**src/rtl/logic_unit_pipe.sv**
```systemverilog
// logic_unit_pipe: pipelined run-time selectable bitwise logic unit with valid/ready backpressure.
// Optional build macro LOGIC_UNIT_POPCNT_EN adds a pipelined popcount of each result on out_popcnt.
module logic_unit_pipe #(
    parameter int WIDTH       = 8,
    parameter int PIPE_STAGES = 2,
    parameter int CNT_WIDTH   = 16
) (
    input  logic                 clk,
    input  logic                 rst,
    input  logic                 in_valid,
    output logic                 in_ready,
    input  logic [WIDTH-1:0]     in_a,
    input  logic [WIDTH-1:0]     in_b,
    input  logic [2:0]           in_op,
    output logic                 out_valid,
    input  logic                 out_ready,
    output logic [WIDTH-1:0]     out_data,
    output logic [2:0]           out_op,
    output logic [CNT_WIDTH-1:0] beat_cnt
`ifdef LOGIC_UNIT_POPCNT_EN
    ,
    output logic [$clog2(WIDTH+1)-1:0] out_popcnt
`endif
);
    logic                 adv;
    logic [WIDTH-1:0]     res_d;
    logic                 valid_q [PIPE_STAGES];
    logic [WIDTH-1:0]     data_q  [PIPE_STAGES];
    logic [2:0]           op_q    [PIPE_STAGES];
    logic [CNT_WIDTH-1:0] beat_cnt_q;

    assign adv       = !out_valid || out_ready;
    assign in_ready  = adv && !rst;
    assign out_valid = valid_q[PIPE_STAGES-1];
    assign out_data  = data_q[PIPE_STAGES-1];
    assign out_op    = op_q[PIPE_STAGES-1];
    assign beat_cnt  = beat_cnt_q;

    // stage 0 operator decode
    always_comb begin
        res_d = in_a;
        case (in_op)
            3'd0: res_d = in_a & in_b;
            3'd1: res_d = in_a | in_b;
            3'd2: res_d = in_a ^ in_b;
            3'd3: res_d = ~(in_a & in_b);
            3'd4: res_d = ~(in_a | in_b);
            3'd5: res_d = ~(in_a ^ in_b);
            3'd6: res_d = in_a & ~in_b;
            default: res_d = in_a;
        endcase
    end

    // whole pipeline advances together; a stall freezes every stage including bubbles
    always_ff @(posedge clk or posedge rst) begin
        if (rst) begin
            for (int i = 0; i < PIPE_STAGES; i++) begin
                valid_q[i] <= 1'b0;
                data_q[i]  <= '0;
                op_q[i]    <= '0;
            end
        end else if (adv) begin
            valid_q[0] <= in_valid;
            data_q[0]  <= res_d;
            op_q[0]    <= in_op;
            for (int i = 1; i < PIPE_STAGES; i++) begin
                valid_q[i] <= valid_q[i-1];
                data_q[i]  <= data_q[i-1];
                op_q[i]    <= op_q[i-1];
            end
        end
    end

    // saturating count of delivered result beats
    always_ff @(posedge clk or posedge rst) begin
        if (rst)
            beat_cnt_q <= '0;
        else if (out_valid && out_ready && beat_cnt_q != {CNT_WIDTH{1'b1}})
            beat_cnt_q <= beat_cnt_q + CNT_WIDTH'(1);
    end

`ifdef LOGIC_UNIT_POPCNT_EN
    localparam int PW = $clog2(WIDTH+1);
    logic [PW-1:0] pop_d;
    logic [PW-1:0] pop_q [PIPE_STAGES];

    assign out_popcnt = pop_q[PIPE_STAGES-1];

    // popcount of the stage 0 result
    always_comb begin
        pop_d = '0;
        for (int i = 0; i < WIDTH; i++)
            pop_d = pop_d + PW'(res_d[i]);
    end

    // popcount rides alongside the data so out_popcnt stays registered
    always_ff @(posedge clk or posedge rst) begin
        if (rst) begin
            for (int i = 0; i < PIPE_STAGES; i++)
                pop_q[i] <= '0;
        end else if (adv) begin
            pop_q[0] <= pop_d;
            for (int i = 1; i < PIPE_STAGES; i++)
                pop_q[i] <= pop_q[i-1];
        end
    end
`endif
endmodule

```
**config.mk**
```make
export PLATFORM = sky130hd
export DESIGN_NAME = logic_unit_pipe
export DESIGN_NICKNAME = d
export VERILOG_FILES = /design/src/rtl/logic_unit_pipe.sv
export SDC_FILE = /design/constraint.sdc
export NUM_CORES = 1
export LEC_CHECK = 0
export CAP_MARGIN = 5
export CORE_UTILIZATION = 65
export CTS_BUF_LIST = sky130_fd_sc_hd__clkbuf_8
export DETAILED_ROUTE_END_ITERATION = 6
export DONT_BUFFER_PORTS = 1
export GPL_ROUTABILITY_DRIVEN = 0
export HOLD_SLACK_MARGIN = 0.12
export PLACE_DENSITY_LB_ADDON = 0.25
export SLEW_MARGIN = 20
export SYNTH_ARGS = -nofsm -noshare
export SYNTH_HDL_FRONTEND = slang
export SYNTH_SLANG_ARGS = --single-unit
```
**constraint.sdc**
```tcl
create_clock -name clk -period 4.8 [get_ports clk]
set_input_delay 0.96 -clock clk [delete_from_list [all_inputs] [get_ports clk]]
set_output_delay 0.96 -clock clk [all_outputs]
set_load 0.03 [all_outputs]
```
## Word level (Yosys, flattened, before mapping)

Index checks and enable logic that the tools add are counted.

| storage, ports and cells | value |
|---|---|
| register bits | 40 |
| bits in latches | 0 |
| bits in writable memories | 0 |
| ROM bits | 0 |
| output and inout port bits | 29 |
| memories kept | 0 |

| operators by class | value |
|---|---|
| add/sub/neg operators | 1 |
| multipliers | 0 |
| divide/modulo/power cells | 0 |
| magnitude comparators | 0 |
| equal/unequal tests | 7 |
| shift operators | 0 |
| muxes and demuxes | 1 |
| bitwise gates (word level) | 8 |
| reduce and logical (&&, ||, !) cells | 7 |

Operator list:

| operator | count |
|---|---|
| case mux 8 bit (7 select lines) | 1 |
| inverter 8 bit | 4 |
| adder 16 x 1 -> 16 bit, second input constant | 1 |
| AND 8 bit | 2 |
| inequality test 16 bit, second input constant | 1 |
| equality test 3 bit, second input constant | 3 |
| bitwise OR 8 bit | 1 |
| bitwise XOR 8 bit | 1 |
| equality test 3 x 2 -> 1 bit, second input constant | 2 |
| equality test 3 x 1 -> 1 bit, second input constant | 1 |
| logical AND 1 bit | 3 |
| zero test 3 bit | 1 |
| zero test 1 bit | 2 |
| logical OR 1 bit | 1 |

## Depth between registers and ports, before layout

| depth | value |
|---|---|
| depth in word-level cells | 3 |
| gate-level depth with buffers | 7 |
| depth with buffers taken out | 6 |

## Least setup slack after synthesis

Ideal clock, no wire load.

| timing | value |
|---|---|
| kind | input-to-output |
| start point | input out_ready |
| end point | output in_ready |
| arrival | 1.748 ns |
| slack | 2.092 ns |
| cell stages on the path | 4 |
| cells stage by stage | nor2b_1 > clkbuf_1 > clkbuf_1 > nor2_1 |

| between the ends | value |
|---|---|
| cells in the longest elaborated chain, start to end | 2 |

Ends and longest elaborated chain:

| what | line | RTL |
|---|---|---|
| start, declared | 16 | `input logic out_ready,` |
| logical OR 1 bit | 32 | `assign adv = !out_valid \|\| out_ready;` |
| logical AND 1 bit | 33 | `assign in_ready = adv && !rst;` |
| end, declared | 11 | `output logic in_ready,` |

No other way between the ends.

## Worst setup path after layout

| timing | value |
|---|---|
| start point | register valid_q, in the netlist out_valid |
| end point | output in_ready |

| between the ends | value |
|---|---|
| cells in the longest elaborated chain, start to end | 3 |

Ends and longest elaborated chain:

| what | line | RTL |
|---|---|---|
| start, declared | 27 | `logic valid_q [PIPE_STAGES];` |
| start signal, assigned by index | 67 | `valid_q[i] <= valid_q[i-1];` |
| zero test 1 bit | 32 |  |
| logical OR 1 bit | 32 |  |
| logical AND 1 bit | 33 |  |

No other way between the ends.

==> results.sh <==
export IMPL_grt_antenna_before_repair=0
export IMPL_diodes=0
export IMPL_crit_fanout=33
export IMPL_preCtsSetupSlack_ns=2.15
export IMPL_cts_buffers=5
export IMPL_setup_ws_ns=2.13
export IMPL_clock_sinks=40
export IMPL_num_vias=1950
export IMPL_yosysTopAreaCell="dfrtp_1"
export IMPL_peakVddDrop_mv=0.146
export IMPL_rows=23
export IMPL_final_core_util_pct=69.2
export IMPL_worst_setup_path_end_kind="primary output"
export IMPL_fin_skew_ns=0.00529
export IMPL_wl_met1_mm=2.32
export IMPL_hp_class="reg -> reg"
export IMPL_fmax_ghz=0.375
export IMPL_grt_pass1_vias=1680
export IMPL_cts_root_buffer_cell="clkbuf_8"
export IMPL_finalCriticalPeriod_ns=2.67
export IMPL_firstDrtPassIters=4
export IMPL_grt_pass1_wl_mm=7.48
export IMPL_crit_arrival_ns=1.71
export IMPL_grt_max_degree=45
export IMPL_portBuffers=0
export IMPL_ys_ff_latch=40
export IMPL_overflow=0
export IMPL_grt_setup_unrepaired="no"
export IMPL_p_per_area_nw_per_um2=375
export IMPL_hold_violations=0
export IMPL_finalCritPeriodShare_pct=55.5
export IMPL_drive_above_1_share_pct=14.0
export IMPL_start_kind="flip-flop"
export IMPL_ant_nets=0
export IMPL_power_mw=1.05
export IMPL_max_slew_margin_pct=59.0
export IMPL_synthFlopType="dfrtp_1"
export IMPL_syn_cell_area_um2=2770
export IMPL_ctsResizeCount=0
export IMPL_cts_buffer_depth=2
export IMPL_syn_num_nets=336
export IMPL_fp_dieW_um=67.3
export IMPL_met3_wirelength_um=219
export IMPL_dpl_hpwl_mm=3.31
export IMPL_cts_clk_slew_worst_paths_ns=0.07
export IMPL_hold_buffers=0
export IMPL_core_area_um2=4060
export IMPL_clock_latency_ns=0.28
export IMPL_yosys_warnings=0
export IMPL_die_area_um2=4530
export IMPL_tritoncts="built"
export IMPL_nets=318
export IMPL_yosysMostFrequentCell="dfrtp_1"
export IMPL_detail_route_vias_per_cell=6.07
export IMPL_track_usage_pct=21.7
export IMPL_synth_top_area_share_pct=36.1
export IMPL_finalSetupTns_ns=0
export IMPL_yosysSeqAreaShare_pct=36.1
export IMPL_crit_type="reg -> out"
export IMPL_top_layer_used="met4"
export IMPL_outcome="finished, final reports clean"
export IMPL_routedWlPerCell_um=14.7
export IMPL_wirelength_mm=4.72
export IMPL_setup_violations=0
export IMPL_syn_inst=288
export IMPL_start_util_pct=68.3
export IMPL_drc=0
export IMPL_synth_commonest_cells="40 x dfrtp_1, 25 x ha_1, 20 x inv_1"
export IMPL_power_leakage_nw=1.26
export IMPL_cts_setup_buffers=0
export IMPL_synth_edf_count=0
export IMPL_wl_met2_mm=2.16
export IMPL_htreeDepth=2
export IMPL_syn_area_per_cell_um2=9.62
export IMPL_synth_area_top_cells="dfrtp_1 36%, ha_1 11%, mux2_2 7.3%"
export IMPL_worstMarginPinSlew_ns=0.614
export IMPL_die_h_um=67.3
export IMPL_required_ns=3.84
export IMPL_io_pins=52
export IMPL_async_flop_share_pct=100
export IMPL_finalMaxSlewViolations=0
export IMPL_timing_hold_ws_ns=0.471
export IMPL_cap_violations=0
export IMPL_syn2layout_area_growth_pct=1.35
export IMPL_ys_types=42
export IMPL_drtIter0Drc=111
## where the power goes
| part | switching, mW | internal, mW |
|---|---|---|
| registers | 0.193 | 0.407 |
| logic | 0.0896 | 0.103 |
| clock network | 0.109 | 0.152 |
| total | 0.392 | 0.662 |
## cell families after synthesis
logic type	after synthesis	synth area share [%]
DFF	40	36.1
muxes	26	10.7
AOI/OAI and AO/OA	50	11.6
adders and majority gates	25	11.3
and+or+nand+nor	93	20.0
xor gates and xnor gates	7	2.21
buffers and inverters	47	8.13
## metrics by stage
step,instances,instance area (um2)
finish,321,2810
global route,321,2810
CTS,321,2810
detailed placement,313,2700
global placement,313,2700
floorplan,288,2770
## final timing paths
kind / slack (ns) / depth (start not counted) / startpoint / endpoint
worst max-delay path: 2.13 / 3 / out_valid$_DFFE_PP0N_ / in_ready
worst min-delay path: 0.47 / 1 / valid_q[1]$_DFFE_PP0N_ / out_valid$_DFFE_PP0N_
worst max register to register: 2.69 / 5 / beat_cnt[0]$_DFFE_PP0P_ / beat_cnt[14]$_DFFE_PP0P_
worst min register to register: 0.47 / 1 / valid_q[1]$_DFFE_PP0N_ / out_valid$_DFFE_PP0N_
max in group asynchronous: 3.77 / 2 / rst / beat_cnt[5]$_DFFE_PP0P_
min in group asynchronous: 0.68 / 2 / rst / out_data[5]$_DFFE_PP0N_
## layer usage
layer / vias to the layer above / GRT usage [%]
li1: 959 / -
met1: 937 / 30.9
met2: 52 / 31.1
met3: 2 / 6.76
met4: 0 / 6.91
met5: - / 0
## layout make-up
class                           count  area, um2
Multi-Input combinational cell    201       1550
Fill cell                         320       1250
Sequential cell                    40       1000
Inverter                           20       75.1
Clock buffer                        5       68.8
Tap cell                           50       62.6
Clock inverter                      3       38.8
Timing Repair Buffer                2       15.0
## worst max-delay path, stage by stage (launching register included)
cell and delay (ns):
dfrtp_1 0.51, nor2b_2 0.21, buf_4 0.24, nor2_1 0.47
## state kept, by name (all words and copies together), names as in the netlist
signal     flops
beat_cnt      16
data_q         8
op_q           3
out_data       8
out_op         3
out_valid      1
valid_q        1
## cells in the final DEF (no fill, tap or decap), types with 5 or more instances in the layout
| cell | count |
|---|---|
| nor3_1 | 5 |
| mux2_2 | 18 |
| a22o_1 | 8 |
| nand3b_1 | 17 |
| clkbuf_8 | 5 |
| a21oi_1 | 11 |
| inv_1 | 21 |
| a22oi_1 | 7 |
| nor2b_1 | 9 |
| o21ai_0 | 11 |
| nand2_1 | 15 |
| ha_1 | 25 |
| mux2_1 | 6 |
| nand4_1 | 8 |
| dfrtp_1 | 40 |
| nor2_1 | 18 |
| o22ai_1 | 7 |
Power figures use the tool's default switching activity.
==> patch 1: new RTL, config.mk and constraints unchanged <==
The option `LOGIC_UNIT_POPCNT_EN` is turned on by a define.
--- a/src/rtl/logic_unit_pipe.sv
+++ b/src/rtl/logic_unit_pipe.sv
@@ -1,5 +1,7 @@
 // logic_unit_pipe: pipelined run-time selectable bitwise logic unit with valid/ready backpressure.
 // Optional build macro LOGIC_UNIT_POPCNT_EN adds a pipelined popcount of each result on out_popcnt.
+`define LOGIC_UNIT_POPCNT_EN
+
 module logic_unit_pipe #(
     parameter int WIDTH       = 8,
     parameter int PIPE_STAGES = 2,
Behaviour (old outputs only; new: out_popcnt): unchanged (Yosys induction, for registers that start in step).
==> patch 1 against the unedited design <==
- design area is 17% higher
- wire length is 25% higher
- critical path depth rose by 13
- worst hold slack improved by 0.0070 ns
- power up 19%
- highest routed layer unchanged
- sequential cell count is 8 higher
- area after synthesis grew 19%
- critical endpoint is now pop_q[6]
- worst setup slack got worse by 1.7 ns
==> patch 1: results (changes against the unedited design) <==
[status]
status=finished, final reports clean

[yosys]
synth_cell_types=56  ; +33%
synthTopCellsByArea=dfrtp_1, ha_1, nand2_1, mux2i_1, buf_4
seq_area_frac_synth_pct=36.5  ; +0.36 points
ys_top_cells_by_count=nand2_1, dfrtp_1, ha_1, inv_1, buf_4

[timing]
skew_ns=0.00268  ; -0.00261 ns
max-slew-margin-rel_pct=37.6  ; -21 points
final.setup.worst_slack_ns=0.437  ; -1.70 ns

[placement]
placed_area_mm2=0.00319  ; +18%
placed_cells=397  ; +27%
place_ws_ns=0.123  ; -2.03 ns

[drt]
viasPerCell=5.72  ; -5.9%
routedWlPerCell_um=14.6  ; -0.90%

[worst_setup_path]
crit_arrival_ns=4.51  ; +2.80 ns
cp_max_fo=2  ; -94%
reg2reg_to=beat_cnt[1]
setup.worst_path.start=in_b[0]
critPathCapture=pop_q[6]
slowest_stage=fa_1
cpPeakStageDelay_ns=0.54  ; +0.03 ns

[clock_tree]
clock_latency_ns=0.30  ; +0.02 ns

[final_layout]
fin_area_mm2=0.00328  ; +17%
layout.cells.non_filler=405  ; +26%
nets=392  ; +23%
drive_above_1_share_pct=9.17  ; -4.9 points
n_fill_cell=391  ; +22%

[grt]
grt_usage_pct=23.5  ; +1.8 points
grt_pass1_vias=2221  ; +32%
grt_pass1_wl_um=9690  ; +30%
grt_max_degree=49  ; +8.9%

-- patch 1: kinds of logic (layout without fill, tap and decap cells) --
kind of cell    count (synthesis)  count (layout)  synth area share [%]
flops                          48              48                  36.5
fa+ha+maj                      32              32                  13.1
compound gates                 52              52                  11.1
xor+xnor                        9               9                  2.39
simple gates                  135             135                  19.9
mux                            25              25                  8.17
buf+inv                        58              37                  8.97
-- patch 1: routing by layer --
metal | track usage [%] | part of all wire (%) | up-vias
met5 | 0 | 0 | -
met4 | 7.84 | 1.7 | 0
met3 | 6.49 | 6.8 | 9
met2 | 39.5 | 46 | 68
met1 | 29.1 | 45 | 1080
li1 | - | - | 1159
-- patch 1: power by group --
group          total [mW]  switching, mW  internal (mW)
clock network       0.240          0.127          0.113
registers           0.711          0.214          0.497
logic               0.299          0.164          0.135
total                1.25          0.505          0.745
-- patch 1: how the worst min path moves through the flow --
stage	from	endpoint	slack [ns]	cells past startpoint
4_1_cts	pop_q[7]	out_popcnt[3]	0.48	2
5_1_grt	valid_q[1]	out_valid	0.50	1
2_1_floorplan	valid_q[1]	valid_q[1]	0.43	2
6_report	pop_q[7]	out_popcnt[3]	0.48	2
3_3_place_gp	valid_q[1]	out_valid	0.44	1
3_5_place_dp	pop_q[7]	out_popcnt[3]	0.46	2
-- patch 1: layout make-up --
class,instances,area share [%]
multi-input combinational,253,54.7
sequential,48,36.6
inverter,28,3.20
tap,67,2.55
clock buffer,6,2.51
clock inverter,2,0.229
timing repair buffer,1,0.229
-- patch 1: worst max-delay path, delay by kind of cell --
family,cells,cell delay [ns]
XOR/XNOR,1,0.17
AO/OA/AOI/OAI,3,0.65
buffers and inverters,4,0.21
AND/OR/NAND/NOR,1,0.12
adder cells (fa/ha/maj),6,2.14
multiplexers,1,0.26
==> patch 2: new RTL, same flow settings <==
Made on the original files. Put one more register stage on the output `beat_cnt`, without a reset. The value now appears one clock later. The other outputs are not delayed to match.
--- a/src/rtl/logic_unit_pipe.sv
+++ b/src/rtl/logic_unit_pipe.sv
@@ -34,7 +34,9 @@
     assign out_valid = valid_q[PIPE_STAGES-1];
     assign out_data  = data_q[PIPE_STAGES-1];
     assign out_op    = op_q[PIPE_STAGES-1];
-    assign beat_cnt  = beat_cnt_q;
+    always_ff @(posedge clk) begin
+        beat_cnt <= beat_cnt_q;
+    end
 
     // stage 0 operator decode
     always_comb begin
Check against the original RTL: not equivalent (Yosys sat finds a counterexample within 4 cycles, from zero or initial values and one cycle with rst high).
==> patch 2 against the unedited design <==
- sequential cell count up 16
- worst setup slack worse by 0.051 ns
- wire length up 4.0%
- sequential power up 23%
- highest routed layer unchanged
- area after synthesis up 8.8%
- power up 12%
- register-to-register slack better by 0.18 ns
- design area up 9.1%
==> patch 2: results (changes against the unedited design) <==
[worst_setup_path]
r2r_start=beat_cnt_q[5]
r2r_cells=4  ; -1
cp_max_fo=33  ; unchanged
reg2reg_to=beat_cnt_q[1]
r2r_setup_slack_ns=2.87  ; +0.18 ns
crit_arrival_ns=1.76  ; +0.05 ns

[clock_tree]
cts_root_buf=clkbuf_8
tritoncts.num_buffers=5  ; unchanged
clock_latency_ns=0.31  ; +0.03 ns
cts_buffer_depth=2  ; unchanged
clk_pin_slew_ns=0.09  ; +0.02 ns
post_cts_buffers=0  ; unchanged

[timing]
max-slew-margin-rel_pct=48.6  ; -10 points
fin_crit_sh_pct=56.6  ; +1.1 points
holdWs_ns=0.434  ; -0.0374 ns
skew_ns=0.00671  ; +0.00142 ns

[drt]
via_count=1943  ; -0.36%
dr.pass1.iters=4  ; unchanged
wirelength_um=4910  ; +4.0%
initialDrtViolationCount=88  ; -21%
viasPerCell=5.98  ; -1.6%

[final_layout]
num_antenna_cells=0  ; unchanged
nets=320  ; +0.63%
drive_above_1_share_pct=13.2  ; -0.84 points
biggestRegsByFlops=beat_cnt (16), beat_cnt_q (16)

[yosys]
ys_top_cells_by_count=dfrtp_1, ha_1, inv_1
synth_ff_type=dfrtp_1
synth_cell_types=44  ; +4.8%
seq_area_frac_synth_pct=43.8  ; +7.7 points
syn_nets=335  ; -0.30%
async_reset_ff_share_pct=71.4  ; -29 points
synthTopCellsByArea=dfrtp_1, dfxtp_1, ha_1, mux2_2, inv_1
syn_avg_cell_area_um2=10.5  ; +9.2%

[power_and_ir_drop]
power.total_mw=1.18  ; +12%
pg_comb_mw=0.177  ; -8%
p_int_mw=0.784  ; +18%
powerClk_mw=0.265  ; +2%
leakagePower_nw=1.39  ; +9.8%
peakVddDrop_v=0.000194  ; +33%

[min_path]
worstHoldPathType=flip-flop to flip-flop
min_to=beat_cnt[1]
holdCritStartpoint=beat_cnt_q[1]
whs_path_depth=0  ; -1

[placement]
dp_hpwl_um=3670  ; +11%
place_ws_ns=2.16  ; +0.00443 ns
placed_area_mm2=0.00296  ; +9.7%

[grt]
grt_max_degree=41  ; -8.9%
grt_pass1_wl_um=8400  ; +12%
grt_usage_pct=21.5  ; -0.20 points

[run]
maxCapViolCount=0  ; unchanged

[status]
status=finished, final reports clean

==> patch 2: cell types whose count changed after synthesis, sizes merged, moves of 4 or more <==
cell,delta
a31oi,+4
nand3b,-10
o2bb2ai,+6
nand4,-6
a22o,-5
o22ai,-4
a211oi,+4
o21ai,-10
o31ai,+5
o32a,+4
nand2b,+4
dfxtp,+16
==> patch 2: worst max path at each step <==
| stage | end | cells past startpoint | start |
|---|---|---|---|
| after floorplan | in_ready | 4 | out_ready |
| after global placement | in_ready | 3 | out_ready |
| after detailed placement | in_ready | 3 | out_ready |
| after CTS | in_ready | 3 | out_valid |
| after global routing | in_ready | 3 | out_valid |
| final | in_ready | 3 | out_valid |
==> patch 2: critical path, cell delays in order (launching register included) <==
cell and delay (ns):
dfrtp_1 0.53, nor2b_2 0.22, buf_4 0.23, nor2_1 0.47
==> patch 2: cell families (layout without fill, tap and decap cells) <==
logic type,count (synthesis),after routing,synth area share (%)
adder cells (fa/ha/maj),25,25,10.4
AND/OR/NAND/NOR,76,76,14.0
multiplexers,27,27,10.3
buffers and inverters,47,33,7.34
XOR/XNOR,9,9,2.61
flip-flops,56,56,43.8
AO/OA/AOI/OAI,47,47,11.6
==> patch 2: layer usage <==
metal,up-vias,part of all wire [%],track usage [%]
li1,959,-,-
met1,926,42,25.4
met2,51,51,36.5
met3,7,4.8,6.78
met4,0,1.5,8.22
met5,-,0,0
==> patch 2: area by class of cell <==
| type | instances | area, µm² |
|---|---|---|
| Multi-Input combinational cell | 184 | 1480 |
| Fill cell | 317 | 1350 |
| Sequential cell | 56 | 1320 |
| Clock buffer | 7 | 96.3 |
| Inverter | 23 | 86.3 |
| Tap cell | 52 | 65.1 |
| Timing Repair Buffer | 2 | 15.0 |
| Clock inverter | 1 | 3.75 |
